File: src/rtl/smartcargo_pkg.sv
// smartcargo_pkg
//   Shared definitions for the smart_cargo front end: request frame width,
//   field slice positions inside the 7-bit request and the receiver FSM
//   state encoding.
package smartcargo_pkg;

    localparam int FRAME_DATA_BITS = 7;

    // Request layout: data[6:4] tipo, data[3:2] destino, data[1:0] origem
    localparam int TIPO_MSB    = 6;
    localparam int TIPO_LSB    = 4;
    localparam int DESTINO_MSB = 3;
    localparam int DESTINO_LSB = 2;
    localparam int ORIGEM_MSB  = 1;
    localparam int ORIGEM_LSB  = 0;

    localparam logic [2:0] EST_IDLE     = 3'd0;
    localparam logic [2:0] EST_START    = 3'd1;
    localparam logic [2:0] EST_DADOS    = 3'd2;
    localparam logic [2:0] EST_PARIDADE = 3'd3;
    localparam logic [2:0] EST_STOP     = 3'd4;

    typedef enum logic [2:0] {
        ST_IDLE     = EST_IDLE,
        ST_START    = EST_START,
        ST_DADOS    = EST_DADOS,
        ST_PARIDADE = EST_PARIDADE,
        ST_STOP     = EST_STOP
    } estado_t;

    // Odd parity: the parity bit makes the total count of ones odd
    function automatic logic paridade_impar(input logic [FRAME_DATA_BITS-1:0] d);
        return ~^d;
    endfunction

endpackage

File: src/rtl/sincronizador_rx.sv
// sincronizador_rx
//   Flop chain bringing the asynchronous RX line into the clock domain.
//   Resets to 1 so an idle line does not look like a start bit.
// Ports
//   clock  in   system clock
//   reset  in   asynchronous active-low reset
//   din    in   raw serial line
//   dout   out  synchronised line (last stage)
module sincronizador_rx #(
    parameter int SYNC_STAGES = 2
) (
    input  logic clock,
    input  logic reset,
    input  logic din,
    output logic dout
);

    logic [SYNC_STAGES-1:0] cadeia_q;
    logic [SYNC_STAGES-1:0] cadeia_d;

    always_comb begin
        cadeia_d = {cadeia_q[SYNC_STAGES-2:0], din};
    end

    always_ff @(posedge clock or negedge reset) begin
        if (!reset) begin
            cadeia_q <= '1;
        end else begin
            cadeia_q <= cadeia_d;
        end
    end

    assign dout = cadeia_q[SYNC_STAGES-1];

endmodule

File: src/rtl/rx_pedido_serial.sv
// rx_pedido_serial
//   Serial request receiver. Frame: start(0), 7 data bits LSB first, odd
//   parity, stop(1). Good requests go into a 1-entry buffer drained with a
//   valid/ready handshake; parity, framing and overrun errors pulse 1 cycle.
// Ports
//   clock, reset        system clock, asynchronous active-low reset
//   RX                  serial line, idles high
//   pedido_pronto       consumer ready
//   pedido_valido       buffer holds an unconsumed request
//   tipo_objeto         request[6:4]
//   destino_objeto      request[3:2]
//   origem_objeto       request[1:0]
//   erro_paridade       parity mismatch pulse
//   erro_frame          stop bit sampled low pulse
//   erro_overrun        good frame dropped because buffer full pulse
//   ocupado             FSM not in IDLE
//
// state    | meaning
// IDLE     | line idle, waiting for rx_s low
// START    | waiting for start-bit mid-point, glitch rejection
// DADOS    | sampling the 7 data bits
// PARIDADE | sampling the parity bit
// STOP     | sampling the stop bit; verdict is applied on the next cycle
module rx_pedido_serial
    import smartcargo_pkg::*;
#(
    parameter int CLKS_PER_BIT = 1,
    parameter int SYNC_STAGES  = 2
) (
    input  logic       clock,
    input  logic       reset,
    input  logic       RX,
    input  logic       pedido_pronto,
    output logic       pedido_valido,
    output logic [2:0] tipo_objeto,
    output logic [1:0] destino_objeto,
    output logic [1:0] origem_objeto,
    output logic       erro_paridade,
    output logic       erro_frame,
    output logic       erro_overrun,
    output logic       ocupado
);

    localparam int BW = $clog2(CLKS_PER_BIT) + 1;
    localparam logic [BW-1:0] BAUD_FIM  = BW'(CLKS_PER_BIT - 1);
    localparam logic [BW-1:0] BAUD_MEIO = BW'((CLKS_PER_BIT - 1) / 2);
    // With one clock per bit the IDLE detection already is the start-bit
    // mid-point, so the START cycle lands on data bit 0 and samples it.
    localparam bit BIT_UNICO = (CLKS_PER_BIT == 1);

    logic rx_s;

    sincronizador_rx #(.SYNC_STAGES(SYNC_STAGES)) u_sinc (
        .clock (clock),
        .reset (reset),
        .din   (RX),
        .dout  (rx_s)
    );

    estado_t                      estado_q, estado_d;
    logic [BW-1:0]                baud_q, baud_d;
    logic [2:0]                   bit_q, bit_d;
    logic [FRAME_DATA_BITS-1:0]   sr_q, sr_d;
    logic                         par_q, par_d;
    logic                         stop_q, stop_d;
    logic                         avaliar_q, avaliar_d;
    logic                         valido_q, valido_d;
    logic [FRAME_DATA_BITS-1:0]   dados_q, dados_d;
    logic                         err_par_q, err_par_d;
    logic                         err_frm_q, err_frm_d;
    logic                         err_ovr_q, err_ovr_d;
    logic                         consumo;

    always_comb begin
        estado_d  = estado_q;
        baud_d    = baud_q;
        bit_d     = bit_q;
        sr_d      = sr_q;
        par_d     = par_q;
        stop_d    = stop_q;
        avaliar_d = 1'b0;
        valido_d  = valido_q;
        dados_d   = dados_q;
        err_par_d = 1'b0;
        err_frm_d = 1'b0;
        err_ovr_d = 1'b0;

        consumo = valido_q & pedido_pronto;
        if (consumo) begin
            valido_d = 1'b0;
        end

        // Verdict for the frame whose stop bit was sampled last cycle;
        // runs alongside IDLE so back-to-back frames are not delayed.
        if (avaliar_q) begin
            if (!stop_q) begin
                err_frm_d = 1'b1;
            end else if (par_q != paridade_impar(sr_q)) begin
                err_par_d = 1'b1;
            end else if (valido_q && !consumo) begin
                err_ovr_d = 1'b1;
            end else begin
                dados_d  = sr_q;
                valido_d = 1'b1;
            end
        end

        case (estado_q)
            ST_IDLE: begin
                if (!rx_s) begin
                    estado_d = ST_START;
                    baud_d   = '0;
                    bit_d    = '0;
                end
            end
            ST_START: begin
                if (BIT_UNICO) begin
                    sr_d     = {rx_s, sr_q[FRAME_DATA_BITS-1:1]};
                    bit_d    = 3'd1;
                    baud_d   = '0;
                    estado_d = ST_DADOS;
                end else if (baud_q == BAUD_MEIO) begin
                    baud_d   = '0;
                    estado_d = rx_s ? ST_IDLE : ST_DADOS;
                end else begin
                    baud_d = baud_q + 1'b1;
                end
            end
            ST_DADOS: begin
                if (baud_q == BAUD_FIM) begin
                    baud_d = '0;
                    sr_d   = {rx_s, sr_q[FRAME_DATA_BITS-1:1]};
                    if (bit_q == 3'd6) begin
                        estado_d = ST_PARIDADE;
                    end else begin
                        bit_d = bit_q + 3'd1;
                    end
                end else begin
                    baud_d = baud_q + 1'b1;
                end
            end
            ST_PARIDADE: begin
                if (baud_q == BAUD_FIM) begin
                    baud_d   = '0;
                    par_d    = rx_s;
                    estado_d = ST_STOP;
                end else begin
                    baud_d = baud_q + 1'b1;
                end
            end
            ST_STOP: begin
                if (baud_q == BAUD_FIM) begin
                    baud_d    = '0;
                    stop_d    = rx_s;
                    avaliar_d = 1'b1;
                    estado_d  = ST_IDLE;
                end else begin
                    baud_d = baud_q + 1'b1;
                end
            end
            default: begin
                estado_d = ST_IDLE;
            end
        endcase
    end

    always_ff @(posedge clock or negedge reset) begin
        if (!reset) begin
            estado_q  <= ST_IDLE;
            baud_q    <= '0;
            bit_q     <= '0;
            sr_q      <= '0;
            par_q     <= 1'b0;
            stop_q    <= 1'b0;
            avaliar_q <= 1'b0;
            valido_q  <= 1'b0;
            dados_q   <= '0;
            err_par_q <= 1'b0;
            err_frm_q <= 1'b0;
            err_ovr_q <= 1'b0;
        end else begin
            estado_q  <= estado_d;
            baud_q    <= baud_d;
            bit_q     <= bit_d;
            sr_q      <= sr_d;
            par_q     <= par_d;
            stop_q    <= stop_d;
            avaliar_q <= avaliar_d;
            valido_q  <= valido_d;
            dados_q   <= dados_d;
            err_par_q <= err_par_d;
            err_frm_q <= err_frm_d;
            err_ovr_q <= err_ovr_d;
        end
    end

    assign pedido_valido  = valido_q;
    assign tipo_objeto    = dados_q[TIPO_MSB:TIPO_LSB];
    assign destino_objeto = dados_q[DESTINO_MSB:DESTINO_LSB];
    assign origem_objeto  = dados_q[ORIGEM_MSB:ORIGEM_LSB];
    assign erro_paridade  = err_par_q;
    assign erro_frame     = err_frm_q;
    assign erro_overrun   = err_ovr_q;
    assign ocupado        = (estado_q != ST_IDLE);

endmodule
File: config.mk
export PLATFORM = sky130hd
export DESIGN_NAME = rx_pedido_serial
export DESIGN_NICKNAME = d
export VERILOG_FILES = /design/src/rtl/smartcargo_pkg.sv /design/src/rtl/sincronizador_rx.sv /design/src/rtl/rx_pedido_serial.sv
export SDC_FILE = /design/constraint.sdc
export NUM_CORES = 1
export LEC_CHECK = 0
export ABC_AREA = 1
export BUFFER_PORTS_ARGS = -buffer_cell sky130_fd_sc_hd__clkbuf_2
export CAP_MARGIN = 40
export CORE_MARGIN = 2
export CORE_UTILIZATION = 30
export CTS_BUF_LIST = sky130_fd_sc_hd__clkbuf_8
export DETAILED_ROUTE_END_ITERATION = 8
export SKIP_LAST_GASP = 1
export SYNTH_ARGS = -nofsm -noshare
export SYNTH_HDL_FRONTEND = slang
export SYNTH_SLANG_ARGS = --single-unit
export TNS_END_PERCENT = 1
File: constraint.sdc
create_clock -name clock -period 3.5 [get_ports clock]
set_input_delay 0.175 -clock clock [delete_from_list [all_inputs] [get_ports clock]]
set_output_delay 0.175 -clock clock [all_outputs]
set_load 0.05 [all_outputs]
==> flow_summary.yaml, run 1 <==
synthesis:
  yosys_register_bits: 29
  synth_cells: 150
  ys_seq_area_share_pct: 55.6
  synthesis.nets: 156
  synth.avg_cell_area_um2: 8.73
  synth_cell_types: 24
  syn-cell-area_um2: 1310
  ys_warn_count: 0
global_route:
  grt_pass1_wl_um: 3860
  antenna_found_initial: 0
  grt_start_max_net_pins: 30
  grt_pass1_vias: 870
  grt.overflow.total: 0
  grt_usage_pct: 10.1
placed_design:
  dp_hpwl_um: 1570
  placed_area_um2: 1440
  gp_congestion: 0.782
  dpl_worst_slack_ns: 2.11
  port_buffers: 15
critical_path:
  critPathArrivalTime_ns: 1.24
  path_max_fanout: 3
  end_kind: "output pin"
  ff2ff_path_depth: 10
  timing.rr.start: "sr_q[5]"
  start_kind: "register"
  critical_path_required_ns: 3.32
  critical_path_class: "reg2out"
  rrSetupSlack_ns: 2.12
  r2r-end: "dados_q[2]"
hold_path:
  min_path_type: "in2reg"
  hold_depth: 4
  hold_start: "pedido_pronto"
  holdPathEnd: "erro_overrun"
final_layout:
  multi_input_area_um2: 504
  ff_latch_area_um2: 728
  diodes: 0
  nets: 179
  mostFrequentLayoutCells: "nand2_1, dfrtp_1, clkbuf_2"
  final_common_cell: "nand2_1"
  fillCellCount: 432
  design_area_um2: 1550
  area_growth_pct: 18.5
  drive_gt1_share_pct: 23.6
drt:
  wire_per_inst_um: 9.56
  drtIter0Drc: 45
  vias_per_cell: 4.33
  num_vias: 979
  ant_nets: 0
  wirelength_um: 2160
  drc: 0
  drt_first_pass_iters: 4
timing:
  setup_viol: 0
  rsz0062_at_grt: "false"
  clock.fmax_ghz: 0.709
  finClkSkew_ns: 0.0107
  finalCritPeriodShare_pct: 40.3
  hold_ws_ns: 0.264
  setup_tns_ns: 0
  worst_slew_pin_slew_ns: 0.706
  drv_slew: 0
  finalCriticalPeriod_ns: 1.41
  timing.slew.headroom_pct: 52.9
  hold_violations: 0
  layout_setup_ws_ns: 2.09
die:
  io_pins: 16
  fp-row-count: 24
  initial_core_util_pct: 30.7
  die_h_um: 70.1
  core_area_um2: 4260
  dieArea_um2: 4910
  fp.dieW_um: 70.1
clocking:
  cts_made_buffers: 5
  post_cts_resize_count: 0
  cts_root_buf: "clkbuf_8"
  htreeDepth: 2
  clockBufferDepth: 2
  cts.sinks: 29
  clkTransAtPathRegs_ns: 0.07
  cts_tree: "done"
  insertion_delay_ns: 0.29
pwr:
  netSwitchingFraction_pct: 48.7
  ir_drop_uv: 338
  power_frac_seq_pct: 35.3
  power_switching_w: 0.000778
  combPwrFrac_pct: 47.6
  pwr-share-clk_pct: 17.1
  power-per-cell-area_nw_per_um2: 1030
  leakage_nw: 0.810
  intPower_w: 0.000821
  power_w: 0.00160
run_status:
  status: "completed"
job:
  cap_violations: 0
-- sequential cells by signal, summed over array words and instances, names as in the netlist --
| name | cells |
|---|---|
| dados_q | 7 |
| sr_q | 7 |
| bit_q | 3 |
| estado_q | 3 |
| u_sinc.cadeia_q | 2 |
| avaliar_q | 1 |
| erro_frame | 1 |
| erro_overrun | 1 |
| erro_paridade | 1 |
| par_q | 1 |
| pedido_valido | 1 |
| stop_q | 1 |
-- worst max path at each step --
stage                     slack [ns]   startpoint          to
after floorplan                 1.98  estado_q[2]    bit_q[1]
after global placement          2.12      sr_q[5]  dados_q[5]
after detailed placement        2.11      sr_q[5]  dados_q[2]
after CTS                       2.08  estado_q[2]     ocupado
after global routing            1.97  estado_q[1]     ocupado
final                           2.09  estado_q[2]     ocupado
-- kinds of logic (layout without fill, tap and decap cells) --
kind of cell | after synthesis | count (layout) | share of synthesized area (%)
AOI/OAI and AO/OA | 15 | 15 | 5.93
buffers and inverters | 20 | 44 | 5.83
xor gates and xnor gates | 2 | 2 | 1.34
adders and majority gates | 2 | 2 | 1.91
and+or+nand+nor | 82 | 82 | 29.4
DFF | 29 | 29 | 55.6
-- stage by stage --
| stage | util, % | instances |
|---|---|---|
| floorplan | - | 150 |
| detailed placement | 33.9 | 216 |
| CTS | 36.4 | 226 |
| finish | 36.4 | 226 |
| global route | 36.4 | 226 |
| global placement | 33.9 | 216 |
-- worst max-delay path, stage by stage (launching register included) --
cell      delay (ns)
dfrtp_1         0.39
inv_1           0.11
nand2_1         0.06
inv_1           0.08
nand2_1         0.07
clkbuf_2        0.24
-- area by class of cell --
class / instances / share of cell area (%)
sequential: 29 / 47.0
multi-input combinational: 101 / 32.5
timing repair buffer: 17 / 6.13
inverter: 19 / 4.60
clock buffer: 5 / 4.44
tap: 52 / 4.20
clock inverter: 3 / 1.13
-- layer usage --
| metal | up-vias | GRT usage (%) | part of all wire [%] |
|---|---|---|---|
| li1 | 516 | - | - |
| met1 | 439 | 12.5 | 49 |
| met2 | 17 | 14.6 | 44 |
| met3 | 7 | 3.90 | 4.4 |
| met4 | 0 | 6.41 | 2.8 |
| met5 | - | 0 | 0 |
-- power by group through the flow --
stage	Clock, W	Combinational (W)	Sequential [W]
2_1_floorplan	0	0.000512	0.000681
3_3_place_gp	0	0.000764	0.000567
3_5_place_dp	0	0.000769	0.000572
4_1_cts	0.000280	0.000773	0.000565
5_1_grt	0.000298	0.000856	0.000584
6_report	0.000273	0.000761	0.000565
-- repair_timing --
item | CTS | global route
hold endpoints to repair | 28 | 0
endpoints found under the setup margin | 0 | 0
hold buffers | 2 | 0
setup buffers | 0 | 0
-- cell usage after synthesis --
cell | n | share of area (%)
nand2_4 | 1 | 0.86
dfstp_2 | 2 | 4.0
inv_1 | 13 | 3.7
nor2_1 | 12 | 3.4
clkinv_1 | 2 | 0.57
nand2_2 | 5 | 2.4
inv_2 | 4 | 1.1
xnor2_1 | 1 | 0.67
ha_1 | 2 | 1.9
o21ai_1 | 1 | 0.38
nand3_2 | 1 | 0.76
buf_2 | 1 | 0.38
nand2_1 | 47 | 13
o21ai_0 | 9 | 3.4
a21oi_1 | 4 | 1.5
nand4_1 | 7 | 3.3
nor2_2 | 4 | 1.9
nand3b_1 | 1 | 0.57
nor4_1 | 1 | 0.48
o21a_1 | 1 | 0.57
nand3_4 | 1 | 1.3
xor2_1 | 1 | 0.67
nor3_1 | 2 | 0.76
dfrtp_1 | 27 | 52
(Power assumes the default switching activity.)
==> inputs of run 2 (changes only) <==
==> constraint.sdc (replaced) <==
create_clock -name clock -period 1.15 [get_ports clock]
set_input_delay 0.0575 -clock clock [delete_from_list [all_inputs] [get_ports clock]]
set_output_delay 0.0575 -clock clock [all_outputs]
set_load 0.05 [all_outputs]
==> flow_summary.yaml, run 2 (same netlist as run 1, synthesis figures left out) <==
timing:
  setup_viol: 20
  worst_slew_pin_slew_ns: 0.360
  finalCriticalPeriod_ns: 1.35
  finalCritPeriodShare_pct: 117
  rsz0062_at_grt: "true"
  layout_setup_ws_ns: -0.201
  setup_tns_ns: -2.37
  drv_slew: 0
  timing.slew.headroom_pct: 75.8
  clock.fmax_ghz: 0.740
  hold_violations: 0
  finClkSkew_ns: 0.00683
clocking:
  clkTransAtPathRegs_ns: 0.06
  cts.sinks: 29
  cts_made_buffers: 5
  insertion_delay_ns: 0.28
  cts_tree: "done"
  cts_root_buf: "clkbuf_8"
  htreeDepth: 2
  clockBufferDepth: 2
die:
  io_pins: 16
  fp-row-count: 24
  die_h_um: 70.1
  dieArea_um2: 4910
  core_area_um2: 4260
  fp.dieW_um: 70.1
  initial_core_util_pct: 30.7
critical_path:
  path_max_fanout: 7
  critPathArrivalTime_ns: 1.52
  timing.rr.start: "sr_q[5]"
  critical_path_required_ns: 1.32
  crit_slowest_cell: "dfrtp_1"
  slowest_delay_ns: 0.40
  start_kind: "register"
  ff2ff_path_depth: 10
  rrSetupSlack_ns: -0.20
  r2r-end: "dados_q[4]"
  startpoint: "sr_q[5]"
  critical_path_class: "reg2reg"
  end_kind: "register"
  crit_chain: "nand2_1, inv_1, nor2_2, nor2_1, nor2_2, nand2_2, nand2_4, nand3_4, nand2_1, nand2_1"
  crit_end: "dados_q[4]"
  crit_path_frequent_cell: "nand2_1"
hold_path:
  min_path_type: "in2reg"
placed_design:
  gp_congestion: 0.795
  port_buffers: 15
  dp_hpwl_um: 1730
  dp_cells: 239
drt:
  wirelength_um: 2520
  ant_nets: 0
  wire_per_inst_um: 9.95
  drtIter0Drc: 105
  drt_first_pass_iters: 3
  num_vias: 1099
  drc: 0
  vias_per_cell: 4.34
job:
  cap_violations: 0
pwr:
  leakage_nw: 0.964
  power-per-cell-area_nw_per_um2: 3230
  ir_drop_uv: 1320
final_layout:
  mostFrequentLayoutCells: "nand2_1, dfrtp_1, buf_4"
  area_growth_pct: 37.9
  drive_gt1_share_pct: 36.8
  biggestRegsByFlops: "dados_q (7), sr_q (7)"
  nets: 206
  stdcell_count: 253
  diodes: 0
  fillCellCount: 424
  final_util_pct: 42.3
  final_common_cell: "nand2_1"
global_route:
  grt.overflow.total: 0
  grt_pass1_wl_um: 4280
  grt_pass1_vias: 998
  grt_usage_pct: 11.0
  grt_start_max_net_pins: 30
  antenna_found_initial: 0
run_status:
  status: "finished with violations"
  failed_checks: "setup timing"
[run 2: how the worst min path moves through the flow]
stage / startpoint / endpoint / slack, ns / cells past startpoint
floorplan: reset / avaliar_q / -0.24 / 0
global placement: reset / bit_q[1] / 0.02 / 2
detailed placement: reset / bit_q[1] / 0.02 / 2
CTS: pedido_pronto / erro_overrun / 0.17 / 4
global route: pedido_pronto / erro_overrun / 0.19 / 4
finish: pedido_pronto / erro_overrun / 0.17 / 4
[run 2: worst max-delay path: cells and delay by family (launching register included)]
family / cells / cell delay [ns]
AND/OR/NAND/NOR: 9 / 0.79
flip-flops: 1 / 0.40
buffers and inverters: 1 / 0.05
[run 2: power breakdown]
part	internal, W	switching, W	total (W)
sequential	0.00140	0.000295	0.00170
combinational	0.00141	0.00194	0.00335
clock	0.000409	0.000375	0.000784
total	0.00322	0.00261	0.00583
[run 2: final cells by class]
type	count	area [um^2]	area share, %
well taps	52	65.1	3.61
multi-input cells	102	532	29.5
clock buffers	5	68.8	3.81
inverters	19	71.3	3.95
repair buffers	43	324	18.0
clock inverters	3	13.8	0.763
flip-flops and latches	29	729	40.4
[run 2: metrics by stage]
step	setup WS, ns	instance area [um^2]	hold slack, ns	total power, W
after floorplan	-0.0945	1320	-0.238	0.00367
after global placement	-0.177	1650	0.0215	0.00473
after detailed placement	-0.185	1650	0.0233	0.00479
after CTS	-0.198	1760	0.173	0.00566
after global routing	-0.312	1800	0.187	0.00635
final	-0.201	1800	0.175	0.00583
[run 2: per-layer routing]
metal / global-route usage (%) / part of all wire [%]
met5: 0 / 0
met4: 3.21 / 1.1
met3: 4.76 / 4.6
met2: 16.3 / 46
met1: 14.6 / 48
[run 2: what timing repair did]
action                                  CTS  global route
pin swaps                                 1             2
endpoints found under the hold margin    30             0
hold buffers                              2             0
cloned                                    0             1
endpoints found under the setup margin   21            24
gates resized for setup                   3             4
buffers inserted                          0             3
